## config.mk

```make
export PLATFORM = sky130hd
export DESIGN_NAME = sd_sector_loader_flat
export DESIGN_NICKNAME = d
export VERILOG_FILES = /design/src/rtl/sd_sector_loader_pkg.sv /design/src/rtl/sd_sector_loader_if.sv /design/src/rtl/sd_sector_loader.sv /design/src/flat_wrapper.sv
export SDC_FILE = /design/constraint.sdc
export NUM_CORES = 1
export LEC_CHECK = 0
export CAP_MARGIN = 40
export CORE_MARGIN = 2
export CORE_UTILIZATION = 30
export CTS_CLUSTER_SIZE = 30
export DETAILED_ROUTE_END_ITERATION = 10
export HOLD_SLACK_MARGIN = 0.05
export SLEW_MARGIN = 20
export SYNTH_ARGS = -nofsm -noshare
export SYNTH_HDL_FRONTEND = slang
export SYNTH_SLANG_ARGS = --single-unit
export TNS_END_PERCENT = 10
```

## constraint.sdc

```tcl
create_clock -name clk_ref -period 5.7 [get_ports clk_ref]
set_clock_uncertainty 0.2 [all_clocks]
set_input_delay 0.855 -clock clk_ref [delete_from_list [all_inputs] [get_ports clk_ref]]
set_output_delay 0.855 -clock clk_ref [all_outputs]
set_load 0.005 [all_outputs]
```

## src/rtl/sd_sector_loader_pkg.sv

```systemverilog
// Shared types and widths for the SD sector loader.
// Latency: n/a (declarations only).
// Backpressure: n/a.
package sd_sector_loader_pkg;

  localparam int SEC_ADDR_W = 32;
  localparam int WORD_CNT_W = 9;
  localparam int SEC_CNT_W  = 16;

  // Explicit encodings keep state values stable across tools and in waveforms.
  typedef enum logic [2:0] {
    S_IDLE      = 3'd0,
    S_WAIT_INIT = 3'd1,
    S_ISSUE     = 3'd2,
    S_WAIT_BUSY = 3'd3,
    S_READING   = 3'd4,
    S_GAP       = 3'd5,
    S_FINISH    = 3'd6,
    S_ERROR     = 3'd7
  } state_e;

  typedef logic [WORD_CNT_W-1:0] word_cnt_t;
  typedef logic [SEC_ADDR_W-1:0] sec_addr_t;
  typedef logic [SEC_CNT_W-1:0]  sec_cnt_t;

  // Word counter increment that sticks at all-ones, so a runaway sector
  // cannot wrap back to a value that looks like a correct count.
  function automatic word_cnt_t word_sat_inc(input word_cnt_t w);
    return (&w) ? w : w + word_cnt_t'(1);
  endfunction

endpackage

```

## src/rtl/sd_sector_loader_if.sv

```systemverilog
// Control/status bundle between the sector loader, its host and the SD read block.
// Latency: n/a (wires only).
// Backpressure: none; the SD block paces the loader through rd_busy.
interface sd_sector_loader_if;
  import sd_sector_loader_pkg::*;

  // host side
  logic      load_start;
  sec_addr_t base_sec_addr;
  sec_cnt_t  sec_count;
  logic      load_busy;
  logic      load_done;
  logic      load_err;
  sec_cnt_t  sec_done;

  // SD read block side
  logic      sd_init_done;
  logic      rd_busy;
  logic      rd_val_en;
  logic      rd_start_en;
  sec_addr_t rd_sec_addr;

  // master: the loader itself
  modport master (
    input  load_start, base_sec_addr, sec_count, sd_init_done, rd_busy, rd_val_en,
    output rd_start_en, rd_sec_addr, load_busy, load_done, load_err, sec_done
  );

  // slave: host plus SD read block as seen by the loader
  modport slave (
    output load_start, base_sec_addr, sec_count, sd_init_done, rd_busy, rd_val_en,
    input  rd_start_en, rd_sec_addr, load_busy, load_done, load_err, sec_done
  );

endinterface

```

## src/rtl/sd_sector_loader.sv

```systemverilog
// Sequences reads of consecutive SD sectors from a base address, checking words per sector.
// Latency: accepted load_start -> rd_start_en 2 cycles later when SD init is already done.
// Backpressure: waits on sd_init_done and rd_busy; load_start ignored while a run is active.
module sd_sector_loader
  import sd_sector_loader_pkg::*;
#(
  parameter int WORDS_PER_SEC = 256,
  parameter int START_TIMEOUT = 1024,  // must be >= 2
  parameter int GAP_CYCLES    = 8      // must be >= 1
) (
  input  logic                   clk_ref,
  input  logic                   rst,
  sd_sector_loader_if.master     bus
);

  // One down-counter serves both the start timeout and the inter-sector gap.
  localparam int TMR_MAX = (START_TIMEOUT > GAP_CYCLES) ? START_TIMEOUT : GAP_CYCLES;
  localparam int TMR_W   = $clog2(TMR_MAX + 1);

  // Timer loaded in ISSUE and examined from the next cycle on: reaching zero
  // after START_TIMEOUT-1 WAIT_BUSY cycles puts ERROR START_TIMEOUT cycles
  // after the start pulse, so the registered load_err lands one cycle later.
  localparam logic [TMR_W-1:0] TMO_LOAD  = TMR_W'(START_TIMEOUT - 2);
  // Loaded on the rd_busy fall; GAP then lasts exactly GAP_CYCLES cycles.
  localparam logic [TMR_W-1:0] GAP_LOAD  = TMR_W'(GAP_CYCLES - 1);
  localparam word_cnt_t        WORDS_EXP = word_cnt_t'(WORDS_PER_SEC);

  state_e           state_q, state_d;
  sec_addr_t        base_q, base_d;
  sec_cnt_t         count_q, count_d;
  sec_cnt_t         sec_done_q, sec_done_d;
  word_cnt_t        word_q, word_d;
  logic [TMR_W-1:0] tmr_q, tmr_d;
  logic             busy_prev_q, busy_prev_d;
  logic             load_busy_q, load_busy_d;
  logic             load_done_q, load_done_d;
  logic             load_err_q, load_err_d;

  word_cnt_t        words_now;
  logic             busy_fall;
  logic             words_ok;
  logic             last_sec;
  logic             tmr_zero;

  // A word arriving in the same cycle rd_busy falls still belongs to the sector.
  assign words_now = bus.rd_val_en ? word_sat_inc(word_q) : word_q;
  assign busy_fall = busy_prev_q & ~bus.rd_busy;
  assign words_ok  = (words_now == WORDS_EXP);
  assign last_sec  = ((sec_done_q + sec_cnt_t'(1)) == count_q);
  assign tmr_zero  = (tmr_q == '0);

  // State register
  always_ff @(posedge clk_ref) begin
    if (rst) begin
      state_q <= S_IDLE;
    end else begin
      state_q <= state_d;
    end
  end

  // Next-state logic
  always_comb begin
    state_d = state_q;
    case (state_q)
      S_IDLE: begin
        if (bus.load_start) begin
          state_d = (bus.sec_count == '0) ? S_FINISH : S_WAIT_INIT;
        end
      end
      S_WAIT_INIT: begin
        if (bus.sd_init_done) state_d = S_ISSUE;
      end
      S_ISSUE: begin
        state_d = S_WAIT_BUSY;
      end
      S_WAIT_BUSY: begin
        if (bus.rd_busy)   state_d = S_READING;
        else if (tmr_zero) state_d = S_ERROR;
      end
      S_READING: begin
        if (busy_fall) begin
          if (!words_ok)     state_d = S_ERROR;
          else if (last_sec) state_d = S_FINISH;
          else               state_d = S_GAP;
        end
      end
      S_GAP: begin
        if (tmr_zero) state_d = S_ISSUE;
      end
      S_FINISH: state_d = S_IDLE;
      S_ERROR:  state_d = S_IDLE;
      default:  state_d = S_IDLE;
    endcase
  end

  // Datapath next-state: run parameters, sector/word counters, shared timer, status flags
  always_comb begin
    base_d      = base_q;
    count_d     = count_q;
    sec_done_d  = sec_done_q;
    word_d      = word_q;
    tmr_d       = tmr_q;
    busy_prev_d = bus.rd_busy;
    load_busy_d = load_busy_q;
    load_done_d = (state_q == S_FINISH);
    load_err_d  = (state_q == S_ERROR);
    case (state_q)
      S_IDLE: begin
        if (bus.load_start) begin
          base_d      = bus.base_sec_addr;
          count_d     = bus.sec_count;
          sec_done_d  = '0;
          load_busy_d = 1'b1;
        end
      end
      S_ISSUE: begin
        word_d = '0;
        tmr_d  = TMO_LOAD;
      end
      S_WAIT_BUSY, S_GAP: begin
        if (!tmr_zero) tmr_d = tmr_q - TMR_W'(1);
      end
      S_READING: begin
        word_d = words_now;
        if (busy_fall) begin
          tmr_d = GAP_LOAD;
          if (words_ok) sec_done_d = sec_done_q + sec_cnt_t'(1);
        end
      end
      S_FINISH, S_ERROR: begin
        load_busy_d = 1'b0;
      end
      default: ;
    endcase
  end

  // Datapath registers
  always_ff @(posedge clk_ref) begin
    if (rst) begin
      base_q      <= '0;
      count_q     <= '0;
      sec_done_q  <= '0;
      word_q      <= '0;
      tmr_q       <= '0;
      busy_prev_q <= 1'b0;
      load_busy_q <= 1'b0;
      load_done_q <= 1'b0;
      load_err_q  <= 1'b0;
    end else begin
      base_q      <= base_d;
      count_q     <= count_d;
      sec_done_q  <= sec_done_d;
      word_q      <= word_d;
      tmr_q       <= tmr_d;
      busy_prev_q <= busy_prev_d;
      load_busy_q <= load_busy_d;
      load_done_q <= load_done_d;
      load_err_q  <= load_err_d;
    end
  end

  // Outputs: start pulse decoded from state; the address only moves when a sector completes
  always_comb begin
    bus.rd_start_en = (state_q == S_ISSUE);
    bus.rd_sec_addr = base_q + sec_addr_t'(sec_done_q);
    bus.load_busy   = load_busy_q;
    bus.load_done   = load_done_q;
    bus.load_err    = load_err_q;
    bus.sec_done    = sec_done_q;
  end

endmodule
```

## src/flat_wrapper.sv

```systemverilog
// flat-port wrapper written by rule: the top's interface ports become plain ports
module sd_sector_loader_flat import sd_sector_loader_pkg::*;
#(
  parameter int WORDS_PER_SEC = 256,
  parameter int START_TIMEOUT = 1024,                 
  parameter int GAP_CYCLES    = 8                     
)
  (clk_ref, rst, bus_load_start, bus_base_sec_addr, bus_sec_count, bus_sd_init_done, bus_rd_busy, bus_rd_val_en, bus_rd_start_en, bus_rd_sec_addr, bus_load_busy, bus_load_done, bus_load_err, bus_sec_done);
  sd_sector_loader_if bus_i ();
  input  logic clk_ref;
  input  logic rst;
  input wire logic [$bits(bus_i.load_start)-1:0] bus_load_start;
  input wire logic [$bits(bus_i.base_sec_addr)-1:0] bus_base_sec_addr;
  input wire logic [$bits(bus_i.sec_count)-1:0] bus_sec_count;
  input wire logic [$bits(bus_i.sd_init_done)-1:0] bus_sd_init_done;
  input wire logic [$bits(bus_i.rd_busy)-1:0] bus_rd_busy;
  input wire logic [$bits(bus_i.rd_val_en)-1:0] bus_rd_val_en;
  output wire logic [$bits(bus_i.rd_start_en)-1:0] bus_rd_start_en;
  output wire logic [$bits(bus_i.rd_sec_addr)-1:0] bus_rd_sec_addr;
  output wire logic [$bits(bus_i.load_busy)-1:0] bus_load_busy;
  output wire logic [$bits(bus_i.load_done)-1:0] bus_load_done;
  output wire logic [$bits(bus_i.load_err)-1:0] bus_load_err;
  output wire logic [$bits(bus_i.sec_done)-1:0] bus_sec_done;
  assign bus_i.load_start = bus_load_start;
  assign bus_i.base_sec_addr = bus_base_sec_addr;
  assign bus_i.sec_count = bus_sec_count;
  assign bus_i.sd_init_done = bus_sd_init_done;
  assign bus_i.rd_busy = bus_rd_busy;
  assign bus_i.rd_val_en = bus_rd_val_en;
  assign bus_rd_start_en = bus_i.rd_start_en;
  assign bus_rd_sec_addr = bus_i.rd_sec_addr;
  assign bus_load_busy = bus_i.load_busy;
  assign bus_load_done = bus_i.load_done;
  assign bus_load_err = bus_i.load_err;
  assign bus_sec_done = bus_i.sec_done;
  sd_sector_loader #(.WORDS_PER_SEC(WORDS_PER_SEC), .START_TIMEOUT(START_TIMEOUT), .GAP_CYCLES(GAP_CYCLES)) u_core (.clk_ref(clk_ref), .rst(rst), .bus(bus_i));
endmodule
```

==> results.json <==
{
  "path_common_cell": "o31a_1",
  "ctsHoldBuffers": 0,
  "drt_first_pass_iters": 4,
  "drcViolationCount": 0,
  "setup_viol": 0,
  "final.period_utilization": 0.828,
  "postSynthCellCount": 736,
  "wl_per_cell_um": 14.5,
  "die_h_um": 141,
  "period_needed_ns": 4.72,
  "placementRows": 50,
  "worstPathRequired_ns": 4.64,
  "synth_ff_type": "dfxtp_1",
  "rsz0062_at_grt": "false",
  "crit_fanout": 9,
  "maxCapViolations": 0,
  "cp_slowest_cell": "a22oi_1",
  "finalHoldWorstSlack_ns": 0.263,
  "dpl_cell_area_mm2": 0.00681,
  "final_area_mm2": 0.00714,
  "drtIter0Drc": 318,
  "post_cts_resized": 0,
  "synth_cell_types": 69,
  "status": "finished clean",
  "initial_core_util": 0.304,
  "cts-root-buf": "clkbuf_16",
  "grt.overflow.total": 0,
  "grt_max_degree": 48,
  "antenna_found_initial": 0,
  "die_x_um": 141,
  "insertion_delay_ns": 0.35,
  "critPathKind": "reg2out",
  "reg2reg_slack_ns": 2.30,
  "cts_setup_buffers": 0,
  "report.final.slew_viol_count": 0,
  "synth_edf_count": 0,
  "clock_path_buffers": 2,
  "cellLeakagePower_nw": 2.70,
  "max_freq_ghz": 0.212,
  "final_net_count": 894,
  "synth_nets": 810,
  "worst_setup_path_start_kind": "flip-flop",
  "critPathMaxStageDelay_ns": 0.63,
  "drive_gt1_frac": 0.0546,
  "path_clk_slew_ns": 0.07,
  "tritoncts": "yes",
  "ys_warn_count": 0,
  "syn_area_mm2": 0.00564,
  "grt_pass1_vias": 4824,
  "ios": 106,
  "cts_buffers": 9,
  "cts.htree.levels": 3,
  "place.gp.congestion": 0.802,
  "final_util": 0.384,
  "hold_path_class": "reg2reg",
  "synth_area_per_cell_um2": 7.67,
  "drt_wl_total_um": 15300,
  "seq_area_frac_synth": 0.323,
  "cp_cell_sequence": "ha_1, inv_1, fa_1, nor2b_1, o31a_1, a21o_1, o31a_1, a22oi_1, nor3_1, xor2_1, clkdlybuf4s50_1",
  "power_density_mw_per_mm2": 285,
  "grt_use_total": 0.152,
  "dieArea_mm2": 0.0199,
  "place_hpwl_um": 11000,
  "vias": 5368,
  "clock_sinks": 91,
  "port_buffers": 105,
  "ys_ff_latch": 91,
  "critPathArrivalTime_ns": 3.66,
  "relSlewSlack": 0.501,
  "hold_viol": 0,
  "finalSetupTns_ns": 0,
  "diodes": 0,
  "core_area_mm2": 0.0186,
  "peakVddDrop_mv": 0.195,
  "worst_pin_slew_ns": 0.748,
  "vias_per_cell": 5.07,
  "end_kind": "primary output",
  "syn2layout_area_growth_pct": 26.5,
  "detail-route-antenna-nets": 0,
  "grt_first_pass_wirelength_um": 24600,
  "async_flop_share": 0
}
[layer usage]
metal  wire length [um]  vias up  global-route usage
li1                   -     2770                   -
met1               7670     2462               0.216
met2               6500      125               0.226
met3                943       11              0.0380
met4                186        0              0.0432
met5                  0        -                   0
[cell families (layout without fill, tap and decap cells)]
kind of cell | after synthesis | after routing | share of synthesized area
adders and majority gates | 20 | 20 | 0.0457
and+or+nand+nor | 311 | 311 | 0.274
DFF | 91 | 91 | 0.323
xor gates and xnor gates | 56 | 56 | 0.0869
AOI/OAI and AO/OA | 194 | 194 | 0.208
muxes | 5 | 5 | 0.00887
buffers and inverters | 59 | 147 | 0.0537
[synth_stat cells, drive strengths merged (7+ instances only)]
| master | n | share of area |
|---|---|---|
| a21oi | 84 | 0.075 |
| ha | 19 | 0.042 |
| and3 | 12 | 0.014 |
| nand4 | 13 | 0.020 |
| nor3 | 21 | 0.022 |
| o21ai | 47 | 0.042 |
| xor2 | 28 | 0.043 |
| nand3 | 17 | 0.016 |
| xnor2 | 28 | 0.043 |
| nor2 | 42 | 0.028 |
| a22oi | 11 | 0.015 |
| nand2 | 144 | 0.096 |
| inv | 19 | 0.013 |
| dfxtp | 91 | 0.32 |
| a21o | 10 | 0.014 |
| buf | 7 | 0.010 |
| nor3b | 9 | 0.012 |
| nor4 | 13 | 0.014 |
| clkbuf | 33 | 0.031 |
[state kept, by name, summed over array words and instances, names as in the netlist]
signal,count
u_core.base_q,32
u_core.bus.sec_done,16
u_core.count_q,16
u_core.tmr_q,11
u_core.word_q,9
u_core.state_q,3
u_core.bus.load_busy,1
u_core.bus.load_done,1
u_core.bus.load_err,1
u_core.busy_prev_q,1
[report_power, final]
group	internal, mW	switching, mW	total [mW]
Sequential	0.713	0.0840	0.797
Combinational	0.283	0.328	0.612
Clock	0.343	0.281	0.625
Total	1.34	0.694	2.03
[cell usage in the layout, fill, tap and decap left out, drive strengths merged, types with 3 or more instances in the layout]
| cell | count |
|---|---|
| dfxtp | 91 |
| o21a | 6 |
| nor2b | 6 |
| nor4 | 13 |
| ha | 19 |
| buf | 9 |
| nand3b | 4 |
| and3 | 12 |
| or3 | 5 |
| and4 | 4 |
| a21oi | 84 |
| nand2b | 6 |
| inv | 22 |
| a211oi | 5 |
| nand2 | 144 |
| clkbuf | 9 |
| and2 | 6 |
| nand4 | 13 |
| a21o | 10 |
| or4b | 3 |
| a311oi | 5 |
| a22oi | 11 |
| a31oi | 3 |
| xor2 | 28 |
| nand3 | 17 |
| nor3 | 21 |
| nor3b | 9 |
| clkdlybuf4s50 | 104 |
| nor2 | 42 |
| xnor2 | 28 |
| o21ai | 47 |
| mux2i | 5 |
[cell type report]
class                           instances  area, um^2
Multi-Input combinational cell        586        3520
Clock inverter                          6        72.6
Tap cell                              234         293
Clock buffer                            9         225
Sequential cell                        91        1820
Inverter                               19        71.3
Timing Repair Buffer                  113        1130
Fill cell                            1969       11400
[through the flow]
| stage | cells | setup slack [ns] | total power, mW |
|---|---|---|---|
| after detailed placement | 1041 | 1.35 | 1.42 |
| after global placement | 1038 | 1.20 | 1.41 |
| after floorplan | 736 | 2.24 | 1.20 |
| final | 1058 | 0.980 | 2.03 |
| after CTS | 1056 | 0.951 | 2.05 |
| after global routing | 1058 | 0.741 | 2.16 |
[worst paths after layout]
| kind | cells past startpoint | endpoint | start |
|---|---|---|---|
| setup / recovery | 11 | bus_rd_sec_addr[28] | u_core.bus.sec_done[0] |
| hold / removal | 2 | u_core.base_q[11] | u_core.base_q[11] |
| setup reg to reg | 8 | u_core.bus.sec_done[8] | u_core.word_q[0] |
| hold reg to reg | 2 | u_core.base_q[11] | u_core.base_q[11] |
[worst max-delay path, delay by kind of cell, from the launching register on]
kind                       cells  cell delay [ns]
and+or+nand+nor                2             0.23
buffers and inverters          2             0.59
adders and majority gates      2             0.47
xor gates and xnor gates       1             0.19
AOI/OAI and AO/OA              4             1.41
DFF                            1             0.42
Note: power is estimated with default switching activity, not from simulation.
